File: src/rtl/disk_dma_pkg.sv
// Shared types and constants for the DMA-bridge disk responder.
// Register offsets are word indices taken from mem_address[9:2].
package disk_dma_pkg;

    localparam int unsigned DATA_W = 32;
    localparam int unsigned OFF_W  = 8;
    localparam int unsigned BE_W   = DATA_W / 8;

    localparam logic [OFF_W-1:0] REG_STATUS = 8'h80;
    localparam logic [OFF_W-1:0] REG_LBA    = 8'h81;
    localparam logic [OFF_W-1:0] REG_RESULT = 8'h82;

    localparam int unsigned RESULT_OK_BIT  = 0;
    localparam int unsigned RESULT_ERR_BIT = 1;

    typedef enum logic {
        IDLE = 1'b0,
        REQ  = 1'b1
    } state_t;

    // Command captured from the controller when an operation starts.
    typedef struct packed {
        logic              write;
        logic              device;
        logic [DATA_W-1:0] lba;
    } op_cmd_t;

endpackage

File: src/rtl/sector_ram.sv
// Single-port word RAM with byte lanes and a one-cycle registered read.
// Only the read register is reset; the array contents are not.
module sector_ram
    import disk_dma_pkg::*;
#(
    parameter int unsigned WORDS = 128,
    localparam int unsigned AW   = $clog2(WORDS)
) (
    input  logic              clk,
    input  logic              reset,
    input  logic              en,
    input  logic              we,
    input  logic [BE_W-1:0]   be,
    input  logic [AW-1:0]     addr,
    input  logic [DATA_W-1:0] wdata,
    output logic [DATA_W-1:0] q
);

    logic [DATA_W-1:0] mem [WORDS];
    logic [DATA_W-1:0] wmask_c;

    always_comb begin
        wmask_c = {{8{be[3]}}, {8{be[2]}}, {8{be[1]}}, {8{be[0]}}};
    end

    always_ff @(posedge clk) begin
        if (en && we) begin
            mem[addr] <= (mem[addr] & ~wmask_c) | (wdata & wmask_c);
        end
    end

    // Read samples the array before this cycle's write lands: old data on collision.
    always_ff @(posedge clk) begin
        if (reset) begin
            q <= '0;
        end else if (en) begin
            q <= mem[addr];
        end
    end

endmodule

File: src/rtl/disk_dma_responder.sv
// Avalon-MM responder for the HPS DMA bridge: sector buffer, command/status
// registers and the disk request handshake toward the HPS.
module disk_dma_responder
    import disk_dma_pkg::*;
#(
    parameter int unsigned BUF_WORDS = 128,
    parameter int unsigned RD_LAT    = 2
) (
    input  logic                         clk_sys,
    input  logic                         reset,
    input  logic [DATA_W-1:0]            mem_address,
    input  logic                         mem_read,
    input  logic                         mem_write,
    input  logic [DATA_W-1:0]            mem_writedata,
    input  logic [BE_W-1:0]              mem_byteenable,
    output logic                         mem_waitrequest,
    output logic [DATA_W-1:0]            mem_readdata,
    output logic                         mem_readdatavalid,
    input  logic [$clog2(BUF_WORDS)-1:0] buf_addr,
    input  logic                         buf_we,
    input  logic                         buf_re,
    input  logic [DATA_W-1:0]            buf_wdata,
    output logic [DATA_W-1:0]            buf_rdata,
    input  logic                         op_req,
    input  logic                         op_write,
    input  logic                         op_device,
    input  logic [DATA_W-1:0]            op_lba,
    output logic                         op_done,
    output logic                         op_error,
    output logic                         disk_op_read,
    output logic                         disk_op_write,
    output logic                         disk_op_device
);

    localparam int unsigned AW = $clog2(BUF_WORDS);
    localparam int unsigned PW = RD_LAT * DATA_W;

    logic             wait_q;
    logic [OFF_W-1:0] reg_off_c;
    logic             buf_hit_c;
    logic             mem_req_c;
    logic             int_act_c;
    logic             stall_c;
    logic             accept_c;
    logic             acc_rd_c;
    logic             acc_wr_c;
    logic             unused_addr;

    assign reg_off_c   = mem_address[9:2];
    assign buf_hit_c   = ~mem_address[9];
    assign mem_req_c   = mem_read | mem_write;
    assign int_act_c   = buf_we | buf_re;
    assign unused_addr = ^{mem_address[DATA_W-1:10], mem_address[1:0]};

    // Internal port wins the RAM; only buffer-space requests can be stalled.
    assign stall_c         = int_act_c & mem_req_c & buf_hit_c;
    assign mem_waitrequest = reset | wait_q | stall_c;
    assign accept_c        = mem_req_c & ~mem_waitrequest;
    assign acc_wr_c        = accept_c & mem_write;
    assign acc_rd_c        = accept_c & mem_read & ~mem_write;

    always_ff @(posedge clk_sys) begin
        if (reset) begin
            wait_q <= 1'b1;
        end else begin
            wait_q <= 1'b0;
        end
    end

    // ---------------- sector buffer arbitration ----------------
    logic              ram_en_c;
    logic              ram_we_c;
    logic [BE_W-1:0]   ram_be_c;
    logic [AW-1:0]     ram_addr_c;
    logic [DATA_W-1:0] ram_wdata_c;
    logic [DATA_W-1:0] ram_q;

    always_comb begin
        ram_en_c    = 1'b0;
        ram_we_c    = 1'b0;
        ram_be_c    = '0;
        ram_addr_c  = mem_address[AW+1:2];
        ram_wdata_c = mem_writedata;
        if (int_act_c) begin
            ram_en_c    = 1'b1;
            ram_we_c    = buf_we;
            ram_be_c    = '1;
            ram_addr_c  = buf_addr;
            ram_wdata_c = buf_wdata;
        end else if (accept_c && buf_hit_c) begin
            ram_en_c = 1'b1;
            ram_we_c = acc_wr_c;
            ram_be_c = mem_byteenable;
        end
    end

    sector_ram #(
        .WORDS (BUF_WORDS)
    ) u_sector_ram (
        .clk   (clk_sys),
        .reset (reset),
        .en    (ram_en_c),
        .we    (ram_we_c),
        .be    (ram_be_c),
        .addr  (ram_addr_c),
        .wdata (ram_wdata_c),
        .q     (ram_q)
    );

    assign buf_rdata = ram_q;

    // ---------------- command FSM ----------------
    state_t            state_q;
    state_t            state_d;
    op_cmd_t           cmd_q;
    op_cmd_t           cmd_d;
    logic              done_d;
    logic              err_d;
    logic              result_wr_c;
    logic              res_ok_c;
    logic              res_err_c;
    logic [DATA_W-1:0] reg_rdata_c;

    assign result_wr_c = acc_wr_c & (reg_off_c == REG_RESULT);
    assign res_ok_c    = mem_writedata[RESULT_OK_BIT];
    assign res_err_c   = mem_writedata[RESULT_ERR_BIT];

    always_comb begin
        state_d = state_q;
        cmd_d   = cmd_q;
        done_d  = 1'b0;
        err_d   = op_error;
        case (state_q)
            IDLE: begin
                if (op_req) begin
                    cmd_d.write  = op_write;
                    cmd_d.device = op_device;
                    cmd_d.lba    = op_lba;
                    err_d        = 1'b0;
                    state_d      = REQ;
                end
            end
            REQ: begin
                // A RESULT write with no bit set is not a completion.
                if (result_wr_c && (res_ok_c || res_err_c)) begin
                    done_d  = 1'b1;
                    err_d   = res_err_c;
                    state_d = IDLE;
                end
            end
            default: state_d = IDLE;
        endcase
    end

    always_ff @(posedge clk_sys) begin
        if (reset) begin
            state_q        <= IDLE;
            cmd_q          <= '0;
            op_done        <= 1'b0;
            op_error       <= 1'b0;
            disk_op_read   <= 1'b0;
            disk_op_write  <= 1'b0;
            disk_op_device <= 1'b0;
        end else begin
            state_q        <= state_d;
            cmd_q          <= cmd_d;
            op_done        <= done_d;
            op_error       <= err_d;
            disk_op_read   <= (state_d == REQ) & ~cmd_d.write;
            disk_op_write  <= (state_d == REQ) & cmd_d.write;
            disk_op_device <= (state_d == REQ) & cmd_d.device;
        end
    end

    always_comb begin
        reg_rdata_c = '0;
        case (reg_off_c)
            REG_STATUS: reg_rdata_c = {29'b0, (state_q == REQ), cmd_q.device, cmd_q.write};
            REG_LBA:    reg_rdata_c = cmd_q.lba;
            default:    reg_rdata_c = '0;
        endcase
    end

    // ---------------- read return pipe ----------------
    // Stage 0 holds register data; buffer data joins from the RAM register there.
    logic [RD_LAT-1:0]             pv_q;
    logic                          sel_q;
    logic [RD_LAT-1:0][DATA_W-1:0] pd_q;
    logic [RD_LAT-1:0][DATA_W-1:0] res_c;

    always_comb begin
        res_c    = pd_q;
        res_c[0] = sel_q ? ram_q : pd_q[0];
    end

    always_ff @(posedge clk_sys) begin
        if (reset) begin
            pv_q  <= '0;
            sel_q <= 1'b0;
            pd_q  <= '0;
        end else begin
            pv_q  <= RD_LAT'({pv_q, acc_rd_c});
            sel_q <= acc_rd_c & buf_hit_c;
            pd_q  <= PW'({res_c, reg_rdata_c});
        end
    end

    assign mem_readdatavalid = pv_q[RD_LAT-1];
    assign mem_readdata      = res_c[RD_LAT-1];

endmodule

File: config.mk
export PLATFORM = sky130hd
export DESIGN_NAME = disk_dma_responder
export DESIGN_NICKNAME = d
export VERILOG_FILES = /design/src/rtl/disk_dma_pkg.sv /design/src/rtl/sector_ram.sv /design/src/rtl/disk_dma_responder.sv
export SDC_FILE = /design/constraint.sdc
export NUM_CORES = 2
export LEC_CHECK = 0
export CAP_MARGIN = 20
export CORE_MARGIN = 2
export CORE_UTILIZATION = 50
export CTS_BUF_LIST = sky130_fd_sc_hd__clkbuf_8
export CTS_CLUSTER_DIAMETER = 60
export DETAILED_ROUTE_END_ITERATION = 6
export HOLD_SLACK_MARGIN = 0.05
export PLACE_DENSITY = 0.68
export SLEW_MARGIN = 20
export SYNTH_ARGS = -nofsm -noshare
export SYNTH_HDL_FRONTEND = slang
export SYNTH_SLANG_ARGS = --single-unit
File: constraint.sdc
create_clock -name clk_sys -period 6.2 [get_ports clk_sys]
set_clock_uncertainty 0.05 [all_clocks]
set_input_delay 0.62 -clock clk_sys [delete_from_list [all_inputs] [get_ports clk_sys]]
set_output_delay 0.62 -clock clk_sys [all_outputs]
set_load 0.005 [all_outputs]
==> results.json <==
{
  "postCtsSetupBuffers": 0,
  "rows": 204,
  "tightest_slew_ns": 1.31,
  "fin_tns_setup_ns": 0,
  "floorplan.initialDensity": 0.503,
  "crit_family": "compound AO/OA/AOI/OAI gates",
  "synthMuxAreaShare": 0.00337,
  "drt-initial-drc-count": 13700,
  "status": "finished, final reports clean",
  "synthAdderAreaFrac": 0,
  "synth_edf_count": 4096,
  "h-tree-depth": 6,
  "clkTransAtPathRegs_ns": 0.06,
  "ys.flop_type": "edfxtp_1",
  "p_total_w": 0.0576,
  "dieArea_sq_mm": 0.315,
  "timing.final.max_slew_violations": 0,
  "critical_path_required_ns": 6.87,
  "num-fill-cells": 22200,
  "syn_nets": 8344,
  "drive_above_1_share": 0.179,
  "crit_type": "in2reg",
  "synth-simple-area-share": 0.0120,
  "final_nets": 9195,
  "synth-compound-area-share": 0.152,
  "crit_fanout": 64,
  "ff2ff_path_depth": 8,
  "grt_pass1_vias": 88500,
  "p_leak_nw": 56.9,
  "avgSynthCellArea_sq_um": 19.0,
  "track_usage": 0.287,
  "fin_hold_ws_ns": 0.0992,
  "crit_chain": "clkdlybuf4s50_1 > nor2_4 > o21ai_4 > buf_12 > buf_4 > buf_4 > a22o_1 > a221oi_1 > o22ai_1 > o41ai_1 > buf_4 > o2111a_1 > o21ai_4 > buf_12",
  "worst_ep_arrival_time_ns": 5.69,
  "clock_path_buffers": 4,
  "grt_pass1_wl_microns": 649000,
  "synth.top_cell.area_share": 0.791,
  "wirelength_microns": 466000,
  "power_density_mw_per_mm2": 322,
  "ys_warn_count": 0,
  "setup_viol": 0,
  "ys_ff_latch": 4236,
  "via_count": 92700,
  "area_delta_synth_final_pct": 15.1,
  "maxCapViolCount": 0,
  "crit_end": "u_sector_ram.mem[117][31]",
  "root_buffer": "clkbuf_8",
  "crit_top_cell": "buf_4",
  "via_per_inst": 6.79,
  "synth_most_common_cell": "edfxtp_1",
  "yosysTopAreaCell": "edfxtp_1",
  "synth_area_sq_mm": 0.155,
  "coreArea_sq_mm": 0.309,
  "critPathSlowestCell": "o41ai_1",
  "ys_seq_area_frac": 0.809,
  "synth_top_cells_by_area": "edfxtp_1, a22o_1, a221oi_1, o22ai_1, dfxtp_1",
  "period_share": 0.809,
  "wl_per_cell_microns": 34.1,
  "start_kind": "input port",
  "worst_setup_path_end_kind": "flop",
  "routabilityCongestion": 0.912,
  "finalHoldViolCount": 0,
  "grt-ovfl-total": 0,
  "critPathMaxStageDelay_ns": 0.82,
  "antenna_found_initial": 27,
  "instances_no_fill": 13700,
  "firstDrtPassIters": 6,
  "startpoint": "buf_re",
  "ir_worst_vdd_uv": 200,
  "synth_xor_area_frac": 0,
  "crit_buf_inv": 6,
  "synthCells": 8196,
  "fp.dieH_microns": 562,
  "synth_top_family_by_area": "compound AO/OA/AOI/OAI gates",
  "clk_latency_ns": 1.09,
  "synth_cell_types": 51,
  "numCtsBuffers": 643,
  "cts_tree": "yes",
  "io_pins": 219,
  "dp.cells": 12500,
  "r2r_setup_slack_ns": 2.31,
  "async_flop_share": 0,
  "drcViolationCount": 0,
  "io_buffers": 194,
  "grt_max_degree": 129,
  "synthTopCellsByCount": "edfxtp_1, a22o_1, a221oi_1, o22ai_1, buf_2",
  "ctsResizeCount": 0,
  "dpl.hpwl_microns": 267000,
  "die_w_microns": 562,
  "cp.depth": 14,
  "hp-class": "in2reg",
  "fmax_mhz": 199,
  "cts.sink_count": 4236,
  "max_slew_margin": 0.115,
  "rsz0062_at_grt": "false",
  "ant_nets": 0,
  "regToRegEndpoint": "u_sector_ram.mem[107][30]",
  "r2r_start": "wait_q",
  "fin_crit_ns": 5.02
}
## worst min path at each step
| stage | start | to | slack (ns) | depth (start not counted) |
|---|---|---|---|---|
| 3_5_place_dp | cmd_q[24] | pd_q[24] | 0.39 | 1 |
| 3_3_place_gp | pv_q[0] | pv_q[1] | 0.39 | 1 |
| 5_1_grt | op_lba[20] | cmd_q[20] | 0.11 | 3 |
| 2_1_floorplan | pv_q[0] | pv_q[1] | 0.36 | 1 |
| 4_1_cts | op_lba[0] | cmd_q[0] | 0.05 | 3 |
| 6_report | op_lba[0] | cmd_q[0] | 0.1 | 3 |
## tightest hold or removal path: stages
cell and delay, ns:
clkdlybuf4s50_1 0.41, nand2_1 0.07, a21oi_1 0.07
## cells in the final DEF (no fill, tap or decap), types with 32 or more instances in the layout
cell                n
dfxtp_1           139
inv_1             231
clkinv_2           37
edfxtp_1         4096
a221oi_2           45
nor4_1             32
nor2_1             77
o41ai_1            66
a221oi_1          967
clkdlybuf4s50_1   193
a22o_1           1012
buf_4             500
and2_1             34
o22ai_1           512
a21oi_1            35
buf_12            143
clkinv_1          133
a22oi_1            39
nand2_1            89
clkbuf_8          668
o21ai_4            37
nor2_4            129
mux2i_1            51
## per-layer routing
layer / track usage / routed length, microns / vias to the layer above
li1: - / - / 37300
met1: 0.387 / 170000 / 47600
met2: 0.437 / 214000 / 6777
met3: 0.0709 / 57400 / 1090
met4: 0.141 / 24700 / 14
met5: 0 / 100 / -
## report_power, final
part,total (W),switching (W),internal [W],leakage (nW)
Combinational,0.00478,0.00327,0.00151,12.2
Sequential,0.0320,0.0000672,0.0320,38.1
Clock,0.0208,0.0105,0.0103,6.61
## metrics by stage
step	setup slack [ns]	cell area [sq um]	utilization
3_3_place_gp	-0.0903	167000	0.541
6_report	1.18	179000	0.579
3_5_place_dp	0.211	167000	0.541
5_1_grt	1.13	179000	0.579
4_1_cts	1.29	179000	0.579
2_1_floorplan	-0.260	155000	-
## logic make-up after synthesis
family | count (synthesis)
AO/OA/AOI/OAI | 2832
buffers and inverters | 658
flip-flops | 4236
multiplexers | 52
AND/OR/NAND/NOR | 418
## flip-flops by register name, indices dropped and copies added (netlist names), 2 cells and up
signal	count
u_sector_ram.mem	4096
pd_q	32
u_sector_ram.q	32
pv_q	2
cmd_q	34
mem_readdata	32
## timing repair
action	in CTS	in global routing
hold endpoints to repair	33	0
hold buffers	21	0
endpoints found under the setup margin	0	0
## final cells by class
| class | instances | area, sq um | share of cell area |
|---|---|---|---|
| clock buffers | 668 | 9190 | 0.0514 |
| well taps | 4120 | 5150 | 0.0288 |
| flip-flops and latches | 4236 | 126000 | 0.703 |
| repair buffers | 860 | 8790 | 0.0491 |
| clock inverters | 451 | 2200 | 0.0123 |
| diodes | 15 | 37.5 | 0.000210 |
| inverters | 4 | 15.0 | 0.0000839 |
| multi-input cells | 3302 | 27800 | 0.155 |
(Power assumes the default switching activity.)
